`config.mk`:
```
export PLATFORM = sky130hd
export DESIGN_NAME = mc_controller
export DESIGN_NICKNAME = d
export VERILOG_FILES = /design/src/rtl/mc_controller.sv
export SDC_FILE = /design/constraint.sdc
export NUM_CORES = 1
export LEC_CHECK = 0
export ABC_CLOCK_PERIOD_IN_PS = 2200
export CORE_UTILIZATION = 35
export CTS_BUF_LIST = sky130_fd_sc_hd__clkbuf_4 sky130_fd_sc_hd__clkbuf_8 sky130_fd_sc_hd__clkbuf_16
export CTS_CLUSTER_SIZE = 24
export DETAILED_ROUTE_END_ITERATION = 16
export GPL_ROUTABILITY_DRIVEN = 0
export PLACE_DENSITY = 0.95
export SYNTH_ARGS = -nofsm -noshare
export SYNTH_HDL_FRONTEND = slang
export SYNTH_SLANG_ARGS = --single-unit
```
`constraint.sdc`:
```
create_clock -name clk -period 2.2 [get_ports clk]
set_input_delay 0.33 -clock clk [delete_from_list [all_inputs] [get_ports clk]]
set_output_delay 0.33 -clock clk [all_outputs]
set_load 0.05 [all_outputs]
```
`src/rtl/mc_controller.sv`:
```
// Multi-cycle MIPS control FSM: FETCH/DECODE/EXEC/MEM/WB sequencing with a data-memory handshake.
// Optional MC_CTRL_MDU_EN adds mult/div sequencing through a fixed-latency MDWAIT state.
module mc_controller #(
  parameter int ALU_W  = 4,
  parameter int MD_LAT = 4
) (
  input  logic             clk,
  input  logic             reset_n,
  input  logic [5:0]       op,
  input  logic [5:0]       func,
  input  logic             zero,
  input  logic             dm_ack,
  output logic             pc_we,
  output logic             ir_we,
  output logic             reg_we,
  output logic             dm_req,
  output logic             mem_we,
  output logic [1:0]       reg_dst,
  output logic [1:0]       to_reg,
  output logic [1:0]       ext_sel,
  output logic             alu_src,
  output logic [ALU_W-1:0] alu_op,
  output logic [1:0]       npc_sel,
  output logic             md_start,
  output logic             md_busy,
  output logic             instr_done,
  output logic [2:0]       state
);

  typedef enum logic [2:0] {
    S_IDLE   = 3'd0,
    S_FETCH  = 3'd1,
    S_DECODE = 3'd2,
    S_EXEC   = 3'd3,
    S_MEM    = 3'd4,
    S_WB     = 3'd5,
    S_MDWAIT = 3'd6
  } state_t;

  localparam logic [5:0] OP_RTYPE = 6'h00, OP_J   = 6'h02, OP_JAL = 6'h03, OP_BEQ = 6'h04;
  localparam logic [5:0] OP_ORI   = 6'h0d, OP_LUI = 6'h0f, OP_LW  = 6'h23, OP_SW  = 6'h2b;
  localparam logic [5:0] F_JR     = 6'h08, F_ADDU = 6'h21, F_SUBU = 6'h23;

  if (MD_LAT < 1) begin : g_md_lat_check
    $error("MD_LAT must be at least 1");
  end

  state_t cur, nxt;

  logic is_r, is_addu, is_subu, is_jr, is_j, is_jal, is_beq;
  logic is_ori, is_lui, is_lw, is_sw, is_md, is_mf, go_exec;

  assign is_r    = (op == OP_RTYPE);
  assign is_addu = is_r && (func == F_ADDU);
  assign is_subu = is_r && (func == F_SUBU);
  assign is_jr   = is_r && (func == F_JR);
  assign is_j    = (op == OP_J);
  assign is_jal  = (op == OP_JAL);
  assign is_beq  = (op == OP_BEQ);
  assign is_ori  = (op == OP_ORI);
  assign is_lui  = (op == OP_LUI);
  assign is_lw   = (op == OP_LW);
  assign is_sw   = (op == OP_SW);

`ifdef MC_CTRL_MDU_EN
  localparam int unsigned CNT_W = $clog2(MD_LAT + 1);
  logic [CNT_W-1:0] cnt;

  assign is_md   = is_r && ((func == 6'h18) || (func == 6'h1a));
  assign is_mf   = is_r && ((func == 6'h10) || (func == 6'h12));
  assign md_busy = (cnt != '0);

  always_ff @(posedge clk or negedge reset_n) begin
    if (!reset_n)                        cnt <= '0;
    else if (md_start)                   cnt <= CNT_W'(MD_LAT);
    else if (cur == S_MDWAIT && cnt != '0) cnt <= cnt - 1'b1;
  end
`else
  assign is_md   = 1'b0;
  assign is_mf   = 1'b0;
  assign md_busy = 1'b0;
`endif

  assign go_exec = is_addu | is_subu | is_ori | is_lui | is_lw | is_sw | is_beq | is_md | is_mf;
  assign state   = cur;

  always_ff @(posedge clk or negedge reset_n) begin
    if (!reset_n) cur <= S_IDLE;
    else          cur <= nxt;
  end

  always_comb begin
    nxt        = cur;
    pc_we      = 1'b0;
    ir_we      = 1'b0;
    reg_we     = 1'b0;
    dm_req     = 1'b0;
    mem_we     = 1'b0;
    reg_dst    = 2'd0;
    to_reg     = 2'd0;
    ext_sel    = 2'd0;
    alu_src    = 1'b0;
    alu_op     = '0;
    npc_sel    = 2'd0;
    md_start   = 1'b0;
    instr_done = 1'b0;
    case (cur)
      S_IDLE: nxt = S_FETCH;
      S_FETCH: begin
        ir_we = 1'b1;
        pc_we = 1'b1;
        nxt   = S_DECODE;
      end
      S_DECODE: begin
        if (is_j || is_jr) begin
          pc_we      = 1'b1;
          npc_sel    = is_jr ? 2'd3 : 2'd2;
          instr_done = 1'b1;
          nxt        = S_FETCH;
        end else if (is_jal) begin
          // PC jumps here; WB later writes the link address into $31
          pc_we   = 1'b1;
          npc_sel = 2'd2;
          nxt     = S_WB;
        end else if (go_exec) begin
          nxt = S_EXEC;
        end else begin
          instr_done = 1'b1;
          nxt        = S_FETCH;
        end
      end
      S_EXEC: begin
        if (is_subu)             alu_op = ALU_W'(1);
        if (is_ori) begin
          alu_op  = ALU_W'(2);
          alu_src = 1'b1;
        end
        if (is_lui) begin
          ext_sel = 2'd2;
          alu_src = 1'b1;
        end
        if (is_lw || is_sw) begin
          ext_sel = 2'd1;
          alu_src = 1'b1;
        end
        if (is_beq) begin
          alu_op     = ALU_W'(1);
          pc_we      = zero;
          npc_sel    = 2'd1;
          ext_sel    = 2'd1;
          instr_done = 1'b1;
          nxt        = S_FETCH;
        end else if (is_lw || is_sw) begin
          nxt = S_MEM;
        end else if (is_md) begin
          md_start = 1'b1;
          nxt      = S_MDWAIT;
        end else begin
          nxt = S_WB;
        end
      end
      S_MEM: begin
        dm_req = 1'b1;
        mem_we = is_sw;
        if (dm_ack) begin
          instr_done = is_sw;
          nxt        = is_sw ? S_FETCH : S_WB;
        end
      end
      S_WB: begin
        reg_we     = 1'b1;
        instr_done = 1'b1;
        nxt        = S_FETCH;
        if (is_jal) begin
          reg_dst = 2'd2;
          to_reg  = 2'd2;
        end else if (is_lw) begin
          to_reg = 2'd1;
        end else if (is_mf) begin
          reg_dst = 2'd1;
          to_reg  = 2'd3;
        end else if (is_r) begin
          reg_dst = 2'd1;
        end
      end
`ifdef MC_CTRL_MDU_EN
      S_MDWAIT: begin
        // counter reaches 0 on the same edge that leaves MDWAIT
        if (cnt <= CNT_W'(1)) begin
          instr_done = 1'b1;
          nxt        = S_FETCH;
        end
      end
`endif
      default: nxt = S_IDLE;
    endcase
  end

endmodule

```
## Yosys cells after proc, flatten, opt, wreduce, memory -nomap -nowiden

Index checks and enable logic that the tools add are counted.

- Bits in registers: 3
- Input bits: 16
- Logic and storage cells: 77

- Equality and inequality tests: 16
- Mux-type cells: 46
- Bitwise logic cells: 6
- Reductions and logical operators: 8

Operators by type and width:

| kind | number |
|---|---|
| 6-bit equality test (second input constant) | 4 |
| 1-bit two-way mux | 23 |
| 2-bit two-way mux | 11 |
| 6-bit by 4-bit equality test with 1-bit output (second input constant) | 3 |
| 3-bit two-way mux | 5 |
| 3-bit case mux with 5 select lines | 1 |
| 6-bit by 2-bit equality test with 1-bit output (second input constant) | 2 |
| 4-bit two-way mux | 3 |
| 3-bit by 2-bit equality test with 1-bit output (second input constant) | 2 |
| 3-bit equality test (second input constant) | 2 |
| 6-bit by 3-bit equality test with 1-bit output (second input constant) | 1 |
| 6-bit logical NOT | 1 |
| 1-bit bitwise OR | 6 |
| 1-bit case mux with 4 select lines | 1 |
| 2-bit case mux with 2 select lines | 1 |
| 3-bit by 1-bit equality test with 1-bit output (second input constant) | 1 |
| 1-bit logical AND | 3 |
| 3-bit logical NOT | 1 |
| 1-bit case mux with 3 select lines | 1 |
| 1-bit logical OR | 2 |
| 2-bit inequality test (second input constant) | 1 |
| 2-bit OR reduction | 1 |

## Logic depth before layout (Yosys ltp)

Gate-level depths: netlist (run 1).

- Depth after elaboration: 12
- Mapped depth: 5
- Depth with buffers taken out: 4

## Least setup slack after synthesis (run 1)

OpenSTA, ideal clock, no wires.

- Kind: reg2out
- Start point: register cur[2] (netlist: state[2])
- End point: output ext_sel[1]
- Arrival: 2741 ps
- Required time: 1870 ps
- Setup slack: -871 ps
- Cell stages (with the launch flop): 4
- Path buffers: 0
- Path through: dfrtp_1 -> nand2b_4 -> or2_2 -> nor4bb_1

- Cells in the longest elaborated chain, start to end: 2

Ends and longest elaborated chain:

| element | RTL line | source |
|---|---|---|
| start: declaration | 48 | `state_t cur, nxt;` |
| start signal: assignment | 89 | `else cur <= nxt;` |
| 3-bit by 2-bit equality test with 1-bit output | 107 | `case (cur)` |
| 2-bit two-way mux | 107 |  |
| end: declaration | 20 | `output logic [1:0] ext_sel,` |

Every way passes these cells.

## Worst setup path in the final report (run 1)

- Start point: input func[4]
- End point: output npc_sel[0]

- Cells in the longest elaborated chain, start to end: 5

Ends and longest elaborated chain:

| element | RTL line | source |
|---|---|---|
| start: declaration | 10 | `input logic [5:0] func,` |
| 6-bit by 4-bit equality test with 1-bit output (*) | 56 | `assign is_jr = is_r && (func == F_JR);` |
| 1-bit logical AND (*) | 56 |  |
| 1-bit two-way mux or 1-bit logical OR (tied branches) | 117, 115 |  |
| 2-bit two-way mux (*) | 115 | `if (is_j \|\| is_jr) begin` |
| 2-bit case mux with 2 select lines (*) | 107 |  |
| end: declaration | 23 | `output logic [1:0] npc_sel,` |

Mark *: on every way between the ends. The rest lies on a longest branch, timed or not.

==> flow_summary.toml, run 1 <==
[grt]
grt.overflow.total = 0
grt_max_degree = 14
grt.total_usage_pct = 30.9
antenna_found_initial = 0
grt_pass1_vias = 708
grt_pass1_wl_mm = 3.24

[die]
die_w_um = 40.9
rows = 13
core_mm2 = 0.00135
io_pins = 40
die-area_mm2 = 0.00167
start_util_pct = 39.2
die_y_um = 40.9

[cells_and_area]
drive_gt1_share_pct = 50.4
layout_commonest_cell = "buf_4"
mostFrequentLayoutCells = "17 x buf_4, 14 x buf_12, 8 x clkdlybuf4s50_1, 8 x dlygate4sd2_1"
syn_to_final_growth_pct = 129
num_antenna_cells = 0
largest_reg_flops = 3
fin_nets = 138

[yosys]
synth_cell_types = 39
ys.flop_type = "dfrtp_1"
synth_xor_area_share_pct = 0
synth_edf_count = 0
ys_seq_elements = 3
synth_area_um2 = 529
synth_cells = 72
post_synth.cell_area_avg_um2 = 7.35
synth_top_family_by_area = "simple AND/OR/NAND/NOR gates"
muxShareOfSynthArea_pct = 0
yosysSeqAreaShare_pct = 14.2
synth_fa_ha_area_share_pct = 0
synth_compound_gate_area_share_pct = 27.0
yosys.area_share.simple_pct = 46.6
yosysWarnings = 0
async_flop_share_pct = 100

[route]
drc_errors = 2
drt-pass1-iter-count = 10
vias_per_cell = 5.82
final_antenna_net_count = 0
wire_per_inst_um = 19.1
num_vias = 792
drt_iter0_markers = 36
wl_mm = 2.60

[clocking]
htree_levels = 1
cts_tree = "done"
ctsRootBufferMaster = "clkbuf_4"
clkLatencyLatePin_ns = 0.26
cts_buffers = 3
cts_buffer_depth = 2
clk_pin_slew_worst_paths_ns = 0.05
numClockSinks = 3

[timing]
fin_tns_setup_ns = -0.0833
report.final.slew_viol_count = 0
fin_ws_ns = -0.0397
period_share_pct = 102
finalSetupViolations = 3
finalHoldViolations = 0
fin_crit_ns = 2.24
fin_worst_skew_ns = 0.00490
slew_headroom_pct = 63.7
max_freq_mhz = 446
tightest_slew_ns = 0.542

[worst_setup_path]
arrival_ns = 1.91
endpoint_kind = "output port"
cp_max_fo = 2
crit_required_ns = 1.87
path_class = "in2out"
startpoint_type = "input port"

[pwr]
p_int_mw = 0.467
comb_power_share_pct = 75.9
peakVddDrop_v = 0.000535
p_leak_nw = 0.523
p_sw_mw = 0.592
powerDensity_mw_per_mm2 = 872
pwr-share-clk_pct = 11.9
p_sw_share_pct = 55.9
seqPwrFrac_pct = 12.2

[placed_design]
port_buffers = 35
dpl.hpwl_mm = 1.64
dp_worst_setup_slack_ns = -0.117

[flow_run]
drv_cap = 0

[min_path]
hold_path.class = "in2async"

[run_status]
violations = "DRC, setup timing"
status = "complete, but fails checks"
-- routing by layer --
metal | up-vias | routed length (µm) | global-route usage, %
met5 | - | 0 | 0
met4 | 0 | 36 | 2.50
met3 | 6 | 210 | 7.07
met2 | 61 | 1350 | 61.7
met1 | 369 | 1010 | 33.1
li1 | 356 | - | -
-- worst max-delay path: stages --
cell and delay (ns):
clkdlybuf4s50_1 0.45, nor2_2 0.18, nand2_2 0.10, or3_1 0.35, a211oi_2 0.32, buf_12 0.18
-- final cells by class --
class	count	area, µm²
clock buffer	4	30.0
fill	64	136
inverter	4	15.0
multi-input combinational	61	490
sequential	3	78.8
tap	15	18.8
timing repair buffer	49	581
-- power by group through the flow --
stage / logic [mW] / clock network [mW] / registers [mW]
finish: 0.804 / 0.126 / 0.129
global route: 0.832 / 0.128 / 0.134
CTS: 0.784 / 0.125 / 0.129
detailed placement: 0.767 / 0 / 0.127
global placement: 0.748 / 0 / 0.120
floorplan: 0.398 / 0 / 0.204
-- what timing repair did --
action	4_1_cts	5_1_grt
endpoints found under the hold margin	0	0
resized for setup	20	3
setup buffers	2	0
hold buffers	0	0
endpoints found under the setup margin	5	3
pin swaps	9	2
-- synth_stat cells, types with 2 or more instances --
cell | instances | area (µm²)
o211ai_1 | 2 | 15.0
a211oi_1 | 2 | 15.0
nand2_1 | 5 | 18.8
nand3_1 | 2 | 10.0
o21ai_0 | 2 | 10.0
inv_1 | 4 | 15.0
nand2b_1 | 2 | 12.5
dfrtp_1 | 3 | 75.1
or2_2 | 2 | 12.5
a21oi_1 | 3 | 15.0
nor3_1 | 5 | 25.0
buf_4 | 5 | 37.5
a31oi_1 | 2 | 12.5
nor2b_1 | 3 | 18.8
nor2_1 | 6 | 22.5
-- metrics by stage --
stage	instance area [µm²]	std cells	total power [mW]	utilization [%]	hold WS, ns
2_1_floorplan	581	75	0.602	-	0.0344
3_3_place_gp	1130	130	0.868	83.4	0.519
3_5_place_dp	1130	130	0.894	83.4	0.530
4_1_cts	1200	136	1.04	88.7	0.264
5_1_grt	1210	136	1.09	89.9	0.269
6_report	1210	136	1.06	89.9	0.260
-- worst paths after layout --
kind / start / endpoint / slack (ns) / depth (start not counted)
worst max-delay path: func[4] / npc_sel[0] / -0.04 / 6
worst min-delay path: reset_n / state[1] / 0.26 / 1
worst max register to register: state[0] / state[2] / 1.15 / 4
worst min register to register: state[2] / state[0] / 0.54 / 1
max in group asynchronous: reset_n / state[0] / 1.77 / 1
min in group clk: state[2] / state[0] / 0.54 / 1
-- logic make-up (layout without fill, tap and decap cells) --
| family | count (synthesis) | after routing |
|---|---|---|
| other | 1 | 4 |
| and+or+nand+nor | 38 | 38 |
| AOI/OAI and AO/OA | 19 | 19 |
| DFF | 3 | 3 |
| buffers and inverters | 11 | 57 |
Power figures use the tool's default switching activity.
==> run 2: changes to the inputs <==
--- a/config.mk
+++ b/config.mk
@@ -6,7 +6,9 @@
 export NUM_CORES = 1
 export LEC_CHECK = 0
 export ABC_CLOCK_PERIOD_IN_PS = 2200
-export CORE_UTILIZATION = 35
+export CELL_PAD_IN_SITES_DETAIL_PLACEMENT = 1
+export CELL_PAD_IN_SITES_GLOBAL_PLACEMENT = 2
+export CORE_UTILIZATION = 17
 export CTS_BUF_LIST = sky130_fd_sc_hd__clkbuf_4 sky130_fd_sc_hd__clkbuf_8 sky130_fd_sc_hd__clkbuf_16
 export CTS_CLUSTER_SIZE = 24
 export DETAILED_ROUTE_END_ITERATION = 16
==> flow_summary.toml, run 2 (synthesized netlist as in run 1, its figures left out) <==
[clocking]
numClockSinks = 3
cts_buffers = 3
cts_buffer_depth = 2
cts_hold_buf = 0
clkLatencyLatePin_ns = 0.24
clk_pin_slew_worst_paths_ns = 0.04
htree_levels = 1
ctsRootBufferMaster = "clkbuf_4"
cts_tree = "done"

[cells_and_area]
num_antenna_cells = 0
seq_area_um2 = 78.8
layout_commonest_cell = "buf_4"
drive_gt1_share_pct = 54.3
fill_cells = 312
multi_input_area_um2 = 507
mostFrequentLayoutCells = "24 x buf_4, 13 x buf_12, 8 x clkdlybuf4s50_1"
fin_nets = 146
largest_reg_flops = 3
syn_to_final_growth_pct = 151

[placed_design]
dpl.hpwl_mm = 1.78
port_buffers = 35
dp_worst_setup_slack_ns = -0.149

[die]
die-area_mm2 = 0.00334
die_w_um = 57.8
core_mm2 = 0.00285
rows = 19
io_pins = 40
die_y_um = 57.8
start_util_pct = 18.6

[timing]
finalHoldViolations = 0
fin_tns_setup_ns = 0
rsz0062_at_grt = "no"
period_share_pct = 96.9
fin_worst_skew_ns = 0.00403
hold_ws_ns = 0.267
max_freq_mhz = 469
fin_ws_ns = 0.0691
fin_crit_ns = 2.13
report.final.slew_viol_count = 0
finalSetupViolations = 0

[run_status]
status = "complete, but fails checks"
violations = "DRC"

[pwr]
p_int_mw = 0.561
peakVddDrop_v = 0.000349
p_leak_nw = 0.578
comb_power_share_pct = 80.0
powerDensity_mw_per_mm2 = 856
pwr-share-clk_pct = 9.9
seqPwrFrac_pct = 10.1
p_sw_mw = 0.578
p_sw_share_pct = 50.8

[route]
vias_per_cell = 4.64
drc_errors = 1
wire_per_inst_um = 14.4
drt_iter0_markers = 3
wl_mm = 2.30
drt-pass1-iter-count = 9
final_antenna_net_count = 0
num_vias = 743

[grt]
grt.total_usage_pct = 14.3
grt.overflow.total = 0
antenna_found_initial = 0
grt_pass1_vias = 782
grt_max_degree = 14
grt_pass1_wl_mm = 3.74

[worst_setup_path]
r2r_start = "state[0]"
endpoint_kind = "output port"
cp_max_fo = 3
startpoint_type = "input port"
cp-startpoint = "func[0]"
arrival_ns = 1.80
crit_required_ns = 1.87
path_class = "in2out"

[flow_run]
drv_cap = 0

[min_path]
hold_path.class = "in2async"
run 2: layout make-up:
cell class	instances	area share, %
Clock buffer	4	2.26
Multi-Input combinational cell	61	38.1
Inverter	4	1.13
Sequential cell	3	5.93
Tap cell	31	2.92
Timing Repair Buffer	57	49.7
run 2: path summary, 6_finish.rpt:
path                       endpoint  slack (ns)  depth (start not counted)
setup reg to reg           state[2]        1.08                          4
hold / removal             state[2]        0.27                          1
hold reg to reg            state[0]        0.60                          2
max in group asynchronous  state[0]        1.78                          1
min in group clk           state[0]        0.60                          2
setup / recovery              pc_we        0.07                          6
run 2: routing by layer:
metal / GRT usage (%) / routed length [µm] / vias up / part of all wire (%)
li1: - / - / 373 / -
met1: 17.9 / 1020 / 345 / 44
met2: 25.9 / 1170 / 23 / 51
met3: 2.23 / 84 / 2 / 3.7
met4: 3.06 / 18 / 0 / 0.78
met5: 0 / 0 / - / 0
run 2: metrics by stage:
stage	cell area [µm²]	power [mW]	util, %	std cells
after floorplan	581	0.602	-	75
after global placement	1180	0.896	41.2	150
after detailed placement	1180	0.917	41.2	150
after CTS	1220	1.04	42.9	154
after global routing	1330	1.21	46.6	160
final	1330	1.14	46.6	160
run 2: power by group through the flow:
stage	combinational [mW]	sequential, mW	clock (mW)
3_3_place_gp	0.775	0.121	0
4_1_cts	0.800	0.124	0.116
6_report	0.911	0.115	0.113
3_5_place_dp	0.792	0.124	0
5_1_grt	0.964	0.121	0.120
2_1_floorplan	0.398	0.204	0
run 2: what timing repair did:
| item | 4_1_cts | 5_1_grt |
|---|---|---|
| buffers inserted | 0 | 6 |
| gates resized for setup | 16 | 12 |
| setup endpoints to repair | 5 | 4 |
| pin swaps | 5 | 6 |
run 2: critical path, cell delays in order:
cell and delay, ns:
dlygate4sd2_1 0.27, nor4b_4 0.26, nand2_1 0.10, o31a_1 0.35, o32ai_4 0.31, buf_12 0.17
==> run 3: changes to the inputs <==
--- a/config.mk
+++ b/config.mk
@@ -8,12 +8,15 @@
 export ABC_CLOCK_PERIOD_IN_PS = 2200
 export CELL_PAD_IN_SITES_DETAIL_PLACEMENT = 1
 export CELL_PAD_IN_SITES_GLOBAL_PLACEMENT = 2
-export CORE_UTILIZATION = 17
+export CORE_UTILIZATION = 30
 export CTS_BUF_LIST = sky130_fd_sc_hd__clkbuf_4 sky130_fd_sc_hd__clkbuf_8 sky130_fd_sc_hd__clkbuf_16
 export CTS_CLUSTER_SIZE = 24
 export DETAILED_ROUTE_END_ITERATION = 16
+export DONT_BUFFER_PORTS = 1
 export GPL_ROUTABILITY_DRIVEN = 0
-export PLACE_DENSITY = 0.95
+export GPL_TIMING_DRIVEN = 0
+export PLACE_DENSITY = 0.9
+export RECOVER_POWER = 50
 export SYNTH_ARGS = -nofsm -noshare
 export SYNTH_HDL_FRONTEND = slang
 export SYNTH_SLANG_ARGS = --single-unit
==> flow_summary.toml, run 3 (synthesized netlist as in run 1, its figures left out) <==
[min_path]
hp-start = "dm_ack"
hold_path_depth = 2
hold_path.class = "in2reg"
min_to = "state[0]"

[grt]
grt_max_degree = 11
antenna_found_initial = 0
grt.overflow.total = 0
grt_pass1_vias = 586
grt_pass1_wl_mm = 2.71
grt.total_usage_pct = 19.0

[clocking]
cts_buffers = 3
htree_levels = 1
ctsRootBufferMaster = "clkbuf_4"
cts_buffer_depth = 2
cts_tree = "done"
clk_pin_slew_worst_paths_ns = 0.05
numClockSinks = 3
clkLatencyLatePin_ns = 0.25

[cells_and_area]
stdcell_area_um2 = 781
drive_gt1_share_pct = 49.4
syn_to_final_growth_pct = 47.5
seq_area_um2 = 83.8
fin_cells = 99
num_antenna_cells = 0
largest_reg_flops = 3
fill_cells = 193
multi_input_area_um2 = 538
layout_commonest_cell = "buf_4"
final_core_util_pct = 49.5
fin_nets = 100
mostFrequentLayoutCells = "6 x buf_4, 4 x nor3_4, 4 x nand2_1, 4 x conb_1, 4 x clkbuf_4"

[worst_setup_path]
reg2reg_slack_ns = 0.59
r2r_start = "state[0]"
rr_worst_depth = 3
endpoint_kind = "output port"
startpoint_type = "flop"
crit_required_ns = 1.87
rr_endpoint = "state[1]"
path_class = "reg2out"
arrival_ns = 2.00
cp_max_fo = 8

[placed_design]
dpl.hpwl_mm = 1.27
dp_cells = 91
dp_worst_setup_slack_ns = -0.339
port_buffers = 0
placed_area_um2 = 606

[route]
drt_iter0_markers = 16
final_antenna_net_count = 0
vias_per_cell = 5.99
wire_per_inst_um = 17.4
num_vias = 593
drt-pass1-iter-count = 10
drc_errors = 3
wl_mm = 1.72

[die]
die-area_mm2 = 0.00194
rows = 14
io_pins = 40
die_w_um = 44
die_y_um = 44
start_util_pct = 33.6
core_mm2 = 0.00158

[timing]
fin_crit_ns = 2.33
finalSetupViolations = 4
fin_worst_skew_ns = 0.00579
max_freq_mhz = 429
report.final.slew_viol_count = 0
hold_ws_ns = 0.296
rsz0062_at_grt = "yes"
period_share_pct = 106
slew_headroom_pct = 29.2
finalHoldViolations = 0
fin_ws_ns = -0.131
fin_tns_setup_ns = -0.405
tightest_slew_ns = 1.06

[run_status]
violations = "DRC, setup timing"
status = "complete, but fails checks"

[flow_run]
drv_cap = 0

[pwr]
total_power_mw = 0.951
p_leak_nw = 0.307
powerDensity_mw_per_mm2 = 1220
peakVddDrop_v = 0.000499
run 3: cell count changes in the layout (fill, tap and decap cells not counted), sizes merged:
cell,change
bufbuf,-1
clkdlybuf4s50,-8
dlygate4sd2,-7
buf,-28
dlygate4sd3,+1
dlymetal6s2s,-2
clkdlybuf4s15,-1
run 3: worst max-delay path by stage:
stage,endpoint,startpoint
4_1_cts,instr_done,state[2]
2_1_floorplan,ext_sel[1],state[2]
3_3_place_gp,ext_sel[1],state[2]
6_report,ext_sel[1],state[2]
3_5_place_dp,ext_sel[1],state[2]
5_1_grt,ext_sel[1],state[2]
run 3: what timing repair did:
item / CTS / global route
hold buffers: 1 / 0
pin swaps: 4 / 4
endpoints found under the hold margin: 3 / 0
setup endpoints to repair: 14 / 6
resized for setup: 17 / 9
setup buffers: 2 / 1
run 3: final cells by class:
cell class	instances	area share, %
timing repair buffer	4	4.65
buffer	7	7.37
inverter	4	1.92
multi-input combinational	61	68.9
sequential	3	10.7
clock buffer	4	3.85
tap	16	2.56
run 3: report_power, final:
part | total (mW) | internal, mW | leakage (nW) | switching, mW
Combinational | 0.595 | 0.191 | 0.256 | 0.404
Sequential | 0.232 | 0.0912 | 0.0330 | 0.140
Clock | 0.125 | 0.0813 | 0.0184 | 0.0438
Total | 0.951 | 0.363 | 0.307 | 0.588
run 3: critical path, cell delays in order (launching register included):
cell	delay [ns]
dfrtp_4	0.58
nand2b_4	0.19
or2_4	0.27
nor4bb_4	0.70
run 3: metal layers:
layer	vias to the layer above	part of all wire [%]	GRT usage [%]
met5	-	0	0
met4	0	0.47	5.45
met2	32	53	34.1
met3	2	7.7	4.58
li1	280	-	-
met1	279	39	22.2
